[config.mk]
export PLATFORM = sky130hd
export DESIGN_NAME = mul_ctrl
export DESIGN_NICKNAME = d
export VERILOG_FILES = /design/src/rtl/mul_ctrl.sv
export SDC_FILE = /design/constraint.sdc
export NUM_CORES = 1
export LEC_CHECK = 0
export ABC_AREA = 0
export CORE_AREA = 2 2 119 121
export CTS_CLUSTER_SIZE = 28
export DETAILED_ROUTE_END_ITERATION = 12
export DIE_AREA = 0 0 121 123
export PLACE_DENSITY_LB_ADDON = 0.08
export SYNTH_ARGS = -nofsm -noshare
export SYNTH_HDL_FRONTEND = slang
export SYNTH_SLANG_ARGS = --single-unit
[constraint.sdc]
create_clock -name mul_clk -period 2.7 [get_ports mul_clk]
set_clock_uncertainty 0.1 [all_clocks]
set_input_delay 0.405 -clock mul_clk [delete_from_list [all_inputs] [get_ports mul_clk]]
set_output_delay 0.405 -clock mul_clk [all_outputs]
set_load 0.05 [all_outputs]
[src/rtl/mul_ctrl.sv]
// mul_ctrl: issue/response controller for the two-stage pipelined
// Booth/Wallace multiplier. Accepts one request per handshake, extends the
// operands to 33-bit signed form, drives the pipeline enable and returns the
// selected product word through a valid/ready handshake.
// Optional build macro: MUL_CTRL_PERF_EN enables the issue/stall counters.
module mul_ctrl #(
  parameter int TAG_W = 4
) (
  input  logic             mul_clk,
  input  logic             reset,
  input  logic             req_valid,
  output logic             req_ready,
  input  logic [1:0]       req_op,
  input  logic [31:0]      req_src1,
  input  logic [31:0]      req_src2,
  input  logic [TAG_W-1:0] req_tag,
  input  logic             flush,
  output logic             resp_valid,
  input  logic             resp_ready,
  output logic [31:0]      resp_data,
  output logic [TAG_W-1:0] resp_tag,
  output logic             mul_do,
  output logic [32:0]      mul_a,
  output logic [32:0]      mul_b,
  input  logic [65:0]      mul_prod,
  output logic [31:0]      perf_issue_cnt,
  output logic [31:0]      perf_stall_cnt
);

  typedef enum logic [1:0] {
    OP_MUL   = 2'b00,
    OP_MULH  = 2'b01,
    OP_MULHU = 2'b10,
    OP_RSVD  = 2'b11
  } op_e;

  typedef enum logic {
    IDLE = 1'b0,
    EXEC = 1'b1
  } state_e;

  state_e           state;
  op_e              op_q;
  logic [TAG_W-1:0] tag_q;
  logic [32:0]      a_q;
  logic [32:0]      b_q;

  logic             issue;
  logic             zero_ext;
  logic [32:0]      a_ext;
  logic [32:0]      b_ext;

  // The two top product bits only carry sign information for 33x33 operands.
  logic             unused_prod_hi;
  assign unused_prod_hi = &{1'b0, mul_prod[65:64]};

  // Reset is folded in so no handshake (and no mul_do) can appear while the
  // controller is being reset, even though the FSM itself resets asynchronously.
  assign req_ready = !reset && !flush && ((state == IDLE) || resp_ready);
  assign issue     = req_valid && req_ready;
  assign mul_do    = issue;

  // Only MULH.WU treats its operands as unsigned; reserved op behaves as MUL.W.
  assign zero_ext = (op_e'(req_op) == OP_MULHU);
  assign a_ext    = {zero_ext ? 1'b0 : req_src1[31], req_src1};
  assign b_ext    = {zero_ext ? 1'b0 : req_src2[31], req_src2};

  // The multiplier sees fresh operands in the issue cycle and the held copy
  // otherwise, so its inputs never glitch while a result is being held.
  assign mul_a = issue ? a_ext : a_q;
  assign mul_b = issue ? b_ext : b_q;

  assign resp_valid = (state == EXEC) && !flush;
  assign resp_tag   = tag_q;
  assign resp_data  = ((op_q == OP_MULH) || (op_q == OP_MULHU)) ? mul_prod[63:32]
                                                                : mul_prod[31:0];

  // FSM and issue-time capture of the operation's attributes.
  // NOTE: sequential state uses non-blocking assignments so every register
  // samples pre-edge values regardless of statement order.
  always_ff @(posedge mul_clk or posedge reset) begin
    if (reset) begin
      state <= IDLE;
      op_q  <= OP_MUL;
      tag_q <= '0;
      a_q   <= '0;
      b_q   <= '0;
    end else begin
      if (issue) begin
        op_q  <= op_e'(req_op);
        tag_q <= req_tag;
        a_q   <= a_ext;
        b_q   <= b_ext;
      end
      case (state)
        IDLE: if (issue) state <= EXEC;
        EXEC: begin
          if (flush)           state <= IDLE;
          else if (resp_ready) state <= issue ? EXEC : IDLE;
        end
        default: state <= IDLE;
      endcase
    end
  end

`ifdef MUL_CTRL_PERF_EN
  logic [31:0] issue_cnt;
  logic [31:0] stall_cnt;

  // Free-running wrap-around counters of issues and backpressured cycles.
  always_ff @(posedge mul_clk or posedge reset) begin
    if (reset) begin
      issue_cnt <= '0;
      stall_cnt <= '0;
    end else begin
      if (issue)                     issue_cnt <= issue_cnt + 32'd1;
      if (resp_valid && !resp_ready) stall_cnt <= stall_cnt + 32'd1;
    end
  end

  assign perf_issue_cnt = issue_cnt;
  assign perf_stall_cnt = stall_cnt;
`else
  assign perf_issue_cnt = '0;
  assign perf_stall_cnt = '0;
`endif

endmodule
# --- Word level (Yosys, flattened, before mapping) ---
# Index checks and enable logic that the tools add are counted.
classes:
  reduce_logical: 8
  n_eq_ne: 3
  bitwise_logic: 1
  n_mux: 9
ops:
  columns: ["operator", "n"]
  rows:
  - ["$mux 33", 2]
  - ["$mux 32", 1]
  - ["$mux 1", 5]
  - ["$eq 2x2->1 const B", 2]
  - ["$logic_and 1x1->1", 4]
  - ["$eq 2x1->1 const B", 1]
  - ["$logic_not 1->1", 2]
  - ["$logic_or 1x1->1", 2]
  - ["$pmux 1 s2", 1]
  - ["$not 1->1", 1]
word_totals:
  elab_cells: 26
  register_bits: 73

# --- Depth between registers and ports, before layout ---
# Gate-level depths: netlist (run 1).
depth:
  ltp_word: 8
  ltp_mapped: 5
  mapped_depth_nobuf: 3

# --- Least setup slack after synthesis (run 1) ---
# Ideal clock, no wire load.
synth_timing:
  kind: "input -> output"
  start: "input resp_ready"
  end: "output mul_a[32]"
  cell_stages: 4
  n_path_buf: 1
  slack_ns: 0.398
  t_arrival_ns: 1.797
  path_cell_list: "nand2b_1 > nand3_1 > buf_2 > mux2i_1"
synth_between:
  elab_chain_cells: 4
synth_lines:
  columns: ["item", "line", "text"]
  rows:
  - ["start: declaration", "19", "input logic resp_ready,"]
  - ["$logic_or 1x1->1", "59", "assign req_ready = !reset && !flush && ((state == IDLE) || resp_ready);"]
  - ["$logic_and 1x1->1", "59", null]
  - ["$logic_and 1x1->1", "60", "assign issue = req_valid && req_ready;"]
  - ["$mux 33", null, null]
  - ["end: declaration", "23", "output logic [32:0] mul_a,"]
# No other way between the ends.

# --- Worst setup path after layout (run 1) ---
layout_timing:
  start: "input reset"
  end: "output mul_b[27]"
layout_between:
  elab_chain_cells: 5
layout_lines:
  columns: ["item", "line", "text"]
  rows:
  - ["start: declaration", "10", "input logic reset,"]
  - ["$logic_not 1->1 (no source line)", null, null]
  - ["$logic_and 1x1->1 (2 in a row)", "59", null]
  - ["$logic_and 1x1->1", "60", null]
  - ["$mux 33", "71", "assign mul_b = issue ? b_ext : b_q;"]
  - ["end: declaration", "24", "output logic [32:0] mul_b,"]
# No other way between the ends.

==> run_results.csv, run 1 <==
group,metric,value,unit
status,outcome,"finished, final reports clean",
sta,rsz0062_at_grt,"false",
critical_path,crit_path_start_kind,"primary input",
floorplanning,dieHeight,123,um
sta,tns,0,ns
grt,grt_overflow_total,0,
sta,min_period,2.55,ns
power,p_leak,0.00320,uW
floorplanning,core,0.0136,mm2
logic_synthesis,synth_area_leaders,"dfrtp_1, mux2_4, buf_4",
final_layout,syn_to_final_growth,68.9,%
clock_tree,ctsHoldBuffers,0,
critical_path,ff2ff_setup_slack,1.15,ns
run,drv_cap,0,
logic_synthesis,ys_ff_latch,73,
logic_synthesis,synth_top_area_cell,"dfrtp_1",
floorplanning,num_io_pins,310,
clock_tree,tritoncts,"built",
route,drtAntennaViolNets,0,
power,pwr-share-comb,53.7,%
grt,grt_max_degree,39,
power,clkPwrFrac,23.0,%
power,p_switching,2520,uW
route,drt_iter0_markers,63,
critical_path,r2r-start,"state",
grt,grt.total_usage,14.7,%
worst_hold_path,worstHoldStart,"b_q[21]",
power,switching_share,42.2,%
final_layout,final_common_cell,"clkdlybuf4s50_1",
logic_synthesis,ys.warnings.count,0,
logic_synthesis,synth-seq-area-share,46.9,%
route,dr.pass1.iters,4,
sta,hold_viol,0,
critical_path,path_class,"in2out",
clock_tree,clkTransAtPathRegs,0.06,ns
place,dp_slack,0.146,ns
critical_path,r2r_cells,4,
power,p_int,3460,uW
logic_synthesis,syn_avg_cell_area,14.6,um2
place,routabilityCongestion,0.731,
grt,antenna_found_initial,0,
sta,relSlewSlack,65.2,%
power,power.total,5980,uW
final_layout,fillers,1218,
clock_tree,cts.sinks,73,
clock_tree,clock_path_buffers,2,
grt,grt_pass1_vias,2929,
place,hpwl,8960,um
critical_path,worstPathMaxFanout,35,
route,totalWireLength,11300,um
route,wl_per_cell,16.1,um
floorplanning,core.rowCount,43,
logic_synthesis,syn_inst,267,
logic_synthesis,yosys.cell_types.count,18,
place,portBuffers,243,
critical_path,cp.required,2.19,ns
route,via_per_inst,3.99,
sta,fmax,0.392,GHz
critical_path,worstPathArrival,2.05,ns
clock_tree,post_cts_buffers,0,
clock_tree,cts_buffers,9,
worst_hold_path,hold_depth,1,
logic_synthesis,synth_top_area_share,46.9,%
worst_hold_path,whs_endpoint,"b_q[21]",
route,drc,0,
floorplanning,die_area,0.0149,mm2
final_layout,drive_above_1_share,43.5,%
final_layout,antennaDiodeCount,0,
sta,setup_ws,0.147,ns
floorplanning,die_w,121,um
final_layout,final_cell_mix,"clkdlybuf4s50_1, buf_4, dfrtp_1, conb_1, mux2_4",
sta,tightest_slew,0.521,ns
sta,period_share,94.6,%
final_layout,nets,656,
power,max-vdd-ir-drop,360,uV
route,vias,2793,
clock_tree,ctsResizeCount,0,
clock_tree,clock_latency,0.33,ns
power,p_per_area,910,mW/mm2
worst_hold_path,min_path_type,"reg2reg",
clock_tree,htreeDepth,3,
logic_synthesis,syn_area,0.00389,mm2
sta,slew_viol_final,0,
clock_tree,clockRootBuffer,"clkbuf_16",
critical_path,r2r_end,"resp_tag[0]",
grt,grt_pass1_wl,16400,um
sta,finalSetupViolations,0,
power,power_frac_seq,23.3,%
critical_path,endpoint_kind,"primary output",
floorplanning,start_util,28.6,%
==> how the worst max path moves through the flow <==
stage | from | endpoint | slack [ns]
2_1_floorplan | reset | a_q[0] | 0.34
3_3_place_gp | reset | mul_a[14] | 0.16
3_5_place_dp | reset | mul_a[14] | 0.15
4_1_cts | reset | mul_a[24] | 0.14
5_1_grt | flush | mul_b[24] | 0.06
6_report | reset | mul_b[27] | 0.15
==> worst max-delay path, stage by stage <==
cell	delay, ns
clkdlybuf4s50_1	0.44
nor2_1	0.23
nand3_4	0.18
buf_12	0.24
mux2_4	0.33
buf_4	0.19
==> logic make-up after synthesis <==
| group | synth area share (%) |
|---|---|
| buffers and inverters | 15.5 |
| other | 0.0964 |
| XOR/XNOR | 0.418 |
| multiplexers | 35.8 |
| AND/OR/NAND/NOR | 1.06 |
| flip-flops | 46.9 |
| AO/OA/AOI/OAI | 0.193 |
==> flip-flops by register name, indices dropped and copies added (netlist names) <==
name	count
a_q	33
b_q	33
op_q	2
resp_tag	4
state	1
==> metal layers <==
layer	global-route usage [%]	part of all wire (%)
met1	16.5	36
met2	24.6	50
met3	6.41	12
met4	5.67	1.3
met5	0	0
==> metrics by stage <==
| stage | hold slack [ns] | area [um2] | std cells | utilization (%) |
|---|---|---|---|---|
| after floorplan | 0.362 | 4130 | 330 | - |
| after global placement | 0.377 | 6230 | 684 | 45.7 |
| after detailed placement | 0.379 | 6230 | 684 | 45.7 |
| after global routing | 0.399 | 6570 | 700 | 48.3 |
| after CTS | 0.394 | 6570 | 700 | 48.3 |
| final | 0.391 | 6570 | 700 | 48.3 |
==> Yosys cell counts (all sizes together) <==
cell type,n
a22oi,1
and2,1
buf,75
conb,1
dfrtp,73
inv,4
mux2,102
mux2i,2
nand2,2
nand2b,2
nand3,1
nor2,1
nor2b,1
xnor2,1
==> final cells by class <==
class	instances	area, um2	area share, %
repair buffers	249	2440	37.1
clock buffers	11	243	3.69
multi-input cells	178	1720	26.2
flip-flops and latches	73	1830	27.8
well taps	180	225	3.43
inverters	4	15.0	0.228
clock inverters	5	103	1.56
==> power groups by stage <==
stage	clock network (uW)	logic [uW]	registers, uW
2_1_floorplan	0	2250	1430
3_3_place_gp	0	3220	1410
3_5_place_dp	0	3230	1410
4_1_cts	1420	3250	1400
5_1_grt	1470	3340	1420
6_report	1380	3210	1400
(Power assumes the default switching activity.)
==> run 2: changes to the inputs <==
--- a/config.mk
+++ b/config.mk
@@ -11,6 +11,7 @@
 export DETAILED_ROUTE_END_ITERATION = 12
 export DIE_AREA = 0 0 121 123
 export PLACE_DENSITY_LB_ADDON = 0.08
+export REMOVE_ABC_BUFFERS = 1
 export SYNTH_ARGS = -nofsm -noshare
 export SYNTH_HDL_FRONTEND = slang
 export SYNTH_SLANG_ARGS = --single-unit
==> run_results.csv, run 2 (synthesis gave the netlist of run 1 again) <==
group,metric,value,unit
grt,grt_overflow_total,0,
sta,min_period,2.55,ns
clock_tree,cts.sinks,73,
final_layout,antennaDiodeCount,0,
floorplanning,dieHeight,123,um
route,vias,2760,
final_layout,final_common_cell,"clkdlybuf4s50_1",
power,p_switching,2480,uW
clock_tree,tritoncts,"built",
critical_path,ff2ff_setup_slack,1.12,ns
power,power_frac_seq,24.3,%
floorplanning,die_area,0.0149,mm2
power,p_per_area,883,mW/mm2
grt,antenna_found_initial,0,
floorplanning,start_util,28.6,%
clock_tree,clkTransAtPathRegs,0.06,ns
power,max-vdd-ir-drop,424,uV
final_layout,syn_to_final_growth,67.4,%
floorplanning,num_io_pins,310,
clock_tree,cts_buffers,9,
route,drt_iter0_markers,83,
route,drtAntennaViolNets,0,
place,dp_slack,0.107,ns
clock_tree,ctsResizeCount,0,
run,drv_cap,0,
power,power.total,5750,uW
route,dr.pass1.iters,4,
final_layout,drive_above_1_share,43.6,%
sta,tightest_slew,0.514,ns
floorplanning,die_w,121,um
place,routabilityCongestion,0.697,
clock_tree,post_cts_buffers,0,
critical_path,crit_chain,"clkdlybuf4s50_1 -> nor2_1 -> nand3_4 -> buf_12 -> mux2_4 -> buf_4",
critical_path,cp_num_buf_inv,3,
critical_path,endpoint_kind,"primary output",
critical_path,path_class,"in2out",
final_layout,seqCellArea,0.00183,mm2
clock_tree,clock_latency,0.32,ns
grt,grt_pass1_wl,15400,um
critical_path,crit_path_top_delay_cell,"clkdlybuf4s50_1",
final_layout,multi_input_area,0.00172,mm2
clock_tree,clockRootBuffer,"clkbuf_16",
power,pwr-share-comb,54.3,%
status,outcome,"finished, final reports clean",
clock_tree,htreeDepth,3,
final_layout,final_cell_mix,"clkdlybuf4s50_1, buf_4, dfrtp_1, conb_1, mux2_4",
grt,grt_max_degree,74,
clock_tree,clock_path_buffers,2,
sta,hold_viol,0,
floorplanning,core.rowCount,43,
floorplanning,core,0.0136,mm2
critical_path,crit_path_start_kind,"primary input",
critical_path,cp_top_family,"buffers and inverters",
route,drc,0,
sta,period_share,94.6,%
grt,grt_pass1_vias,2836,
power,switching_share,43.1,%
final_layout,fillers,1260,
place,hpwl,8480,um
sta,relSlewSlack,65.6,%
clock_tree,ctsHoldBuffers,0,
route,totalWireLength,10800,um
critical_path,critPathMaxStageDelay,0.44,ns
sta,fmax,0.392,GHz
power,clkPwrFrac,21.4,%
power,p_int,3270,uW
final_layout,nets,657,
route,via_per_inst,3.94,
power,p_leak,0.00318,uW
sta,setup_ws,0.147,ns
place,portBuffers,243,
worst_hold_path,min_path_type,"in2async",
sta,finalSetupViolations,0,
sta,slew_viol_final,0,
critical_path,worstPathArrival,2.05,ns
route,wl_per_cell,15.4,um
grt,grt.total_usage,13.8,%
sta,rsz0062_at_grt,"false",
critical_path,cp.required,2.19,ns
critical_path,worstPathMaxFanout,21,
[run 2: cell count changes in the layout (fill, tap and decap cells not counted), sizes merged]
cell,before,now
inv,4,5
bufinv,3,1
clkbuf,11,12
clkdlybuf4s50,142,143
clkinvlp,1,0
clkinv,1,2
[run 2: final cells by class]
class                           instances  share of cell area, %
Inverter                                4                  0.230
Timing Repair Buffer                  250                   37.0
Tap cell                              180                   3.46
Clock inverter                          4                  0.749
Clock buffer                           12                   4.09
Multi-Input combinational cell        178                   26.4
Sequential cell                        73                   28.0
[run 2: path summary, 6_finish.rpt]
check / cells past startpoint / end / from
worst max-delay path: 6 / mul_b[7] / flush
worst min-delay path: 3 / b_q[9] / reset
worst max register to register: 4 / a_q[31] / state
worst min register to register: 1 / b_q[3] / b_q[3]
max in group asynchronous: 3 / op_q[1] / reset
min in group mul_clk: 1 / b_q[3] / b_q[3]
[run 2: tightest hold or removal path: stages]
cell and delay [ns]:
clkdlybuf4s50_1 0.43, inv_2 0.08, buf_12 0.31
[run 2: power by group through the flow]
| stage | Combinational (uW) | Sequential [uW] | Clock (uW) |
|---|---|---|---|
| final | 3120 | 1400 | 1230 |
| after global routing | 3250 | 1420 | 1330 |
| after CTS | 3160 | 1400 | 1280 |
| after detailed placement | 3150 | 1410 | 0 |
| after global placement | 3150 | 1410 | 0 |
| after floorplan | 2160 | 1440 | 0 |
[run 2: metal layers]
metal / track usage (%) / vias to the layer above / part of all wire [%]
met1: 14.8 / 1317 / 35
met2: 24.3 / 160 / 53
li1: - / 1277 / -
met3: 5.95 / 6 / 11
met4: 4.58 / 0 / 1.0
met5: 0 / - / 0
[run 2: through the flow]
step	area, um2	TNS [ns]	hold slack (ns)	utilization, %	instances
6_report	6520	0	0.392	47.9	701
5_1_grt	6520	0	0.400	47.9	701
3_3_place_gp	6200	0	0.378	45.5	685
2_1_floorplan	3540	-267.51	0.362	-	255
4_1_cts	6520	0	0.393	47.9	701
3_5_place_dp	6200	0	0.377	45.5	685
==> run 3: changes to the inputs <==
--- a/config.mk
+++ b/config.mk
@@ -11,7 +11,7 @@
 export DETAILED_ROUTE_END_ITERATION = 12
 export DIE_AREA = 0 0 121 123
 export PLACE_DENSITY_LB_ADDON = 0.08
-export REMOVE_ABC_BUFFERS = 1
 export SYNTH_ARGS = -nofsm -noshare
 export SYNTH_HDL_FRONTEND = slang
 export SYNTH_SLANG_ARGS = --single-unit
+export TNS_END_PERCENT = 10
==> results of run 3 <==
No change in the layout: final DEF, timing and power equal those of run 1.
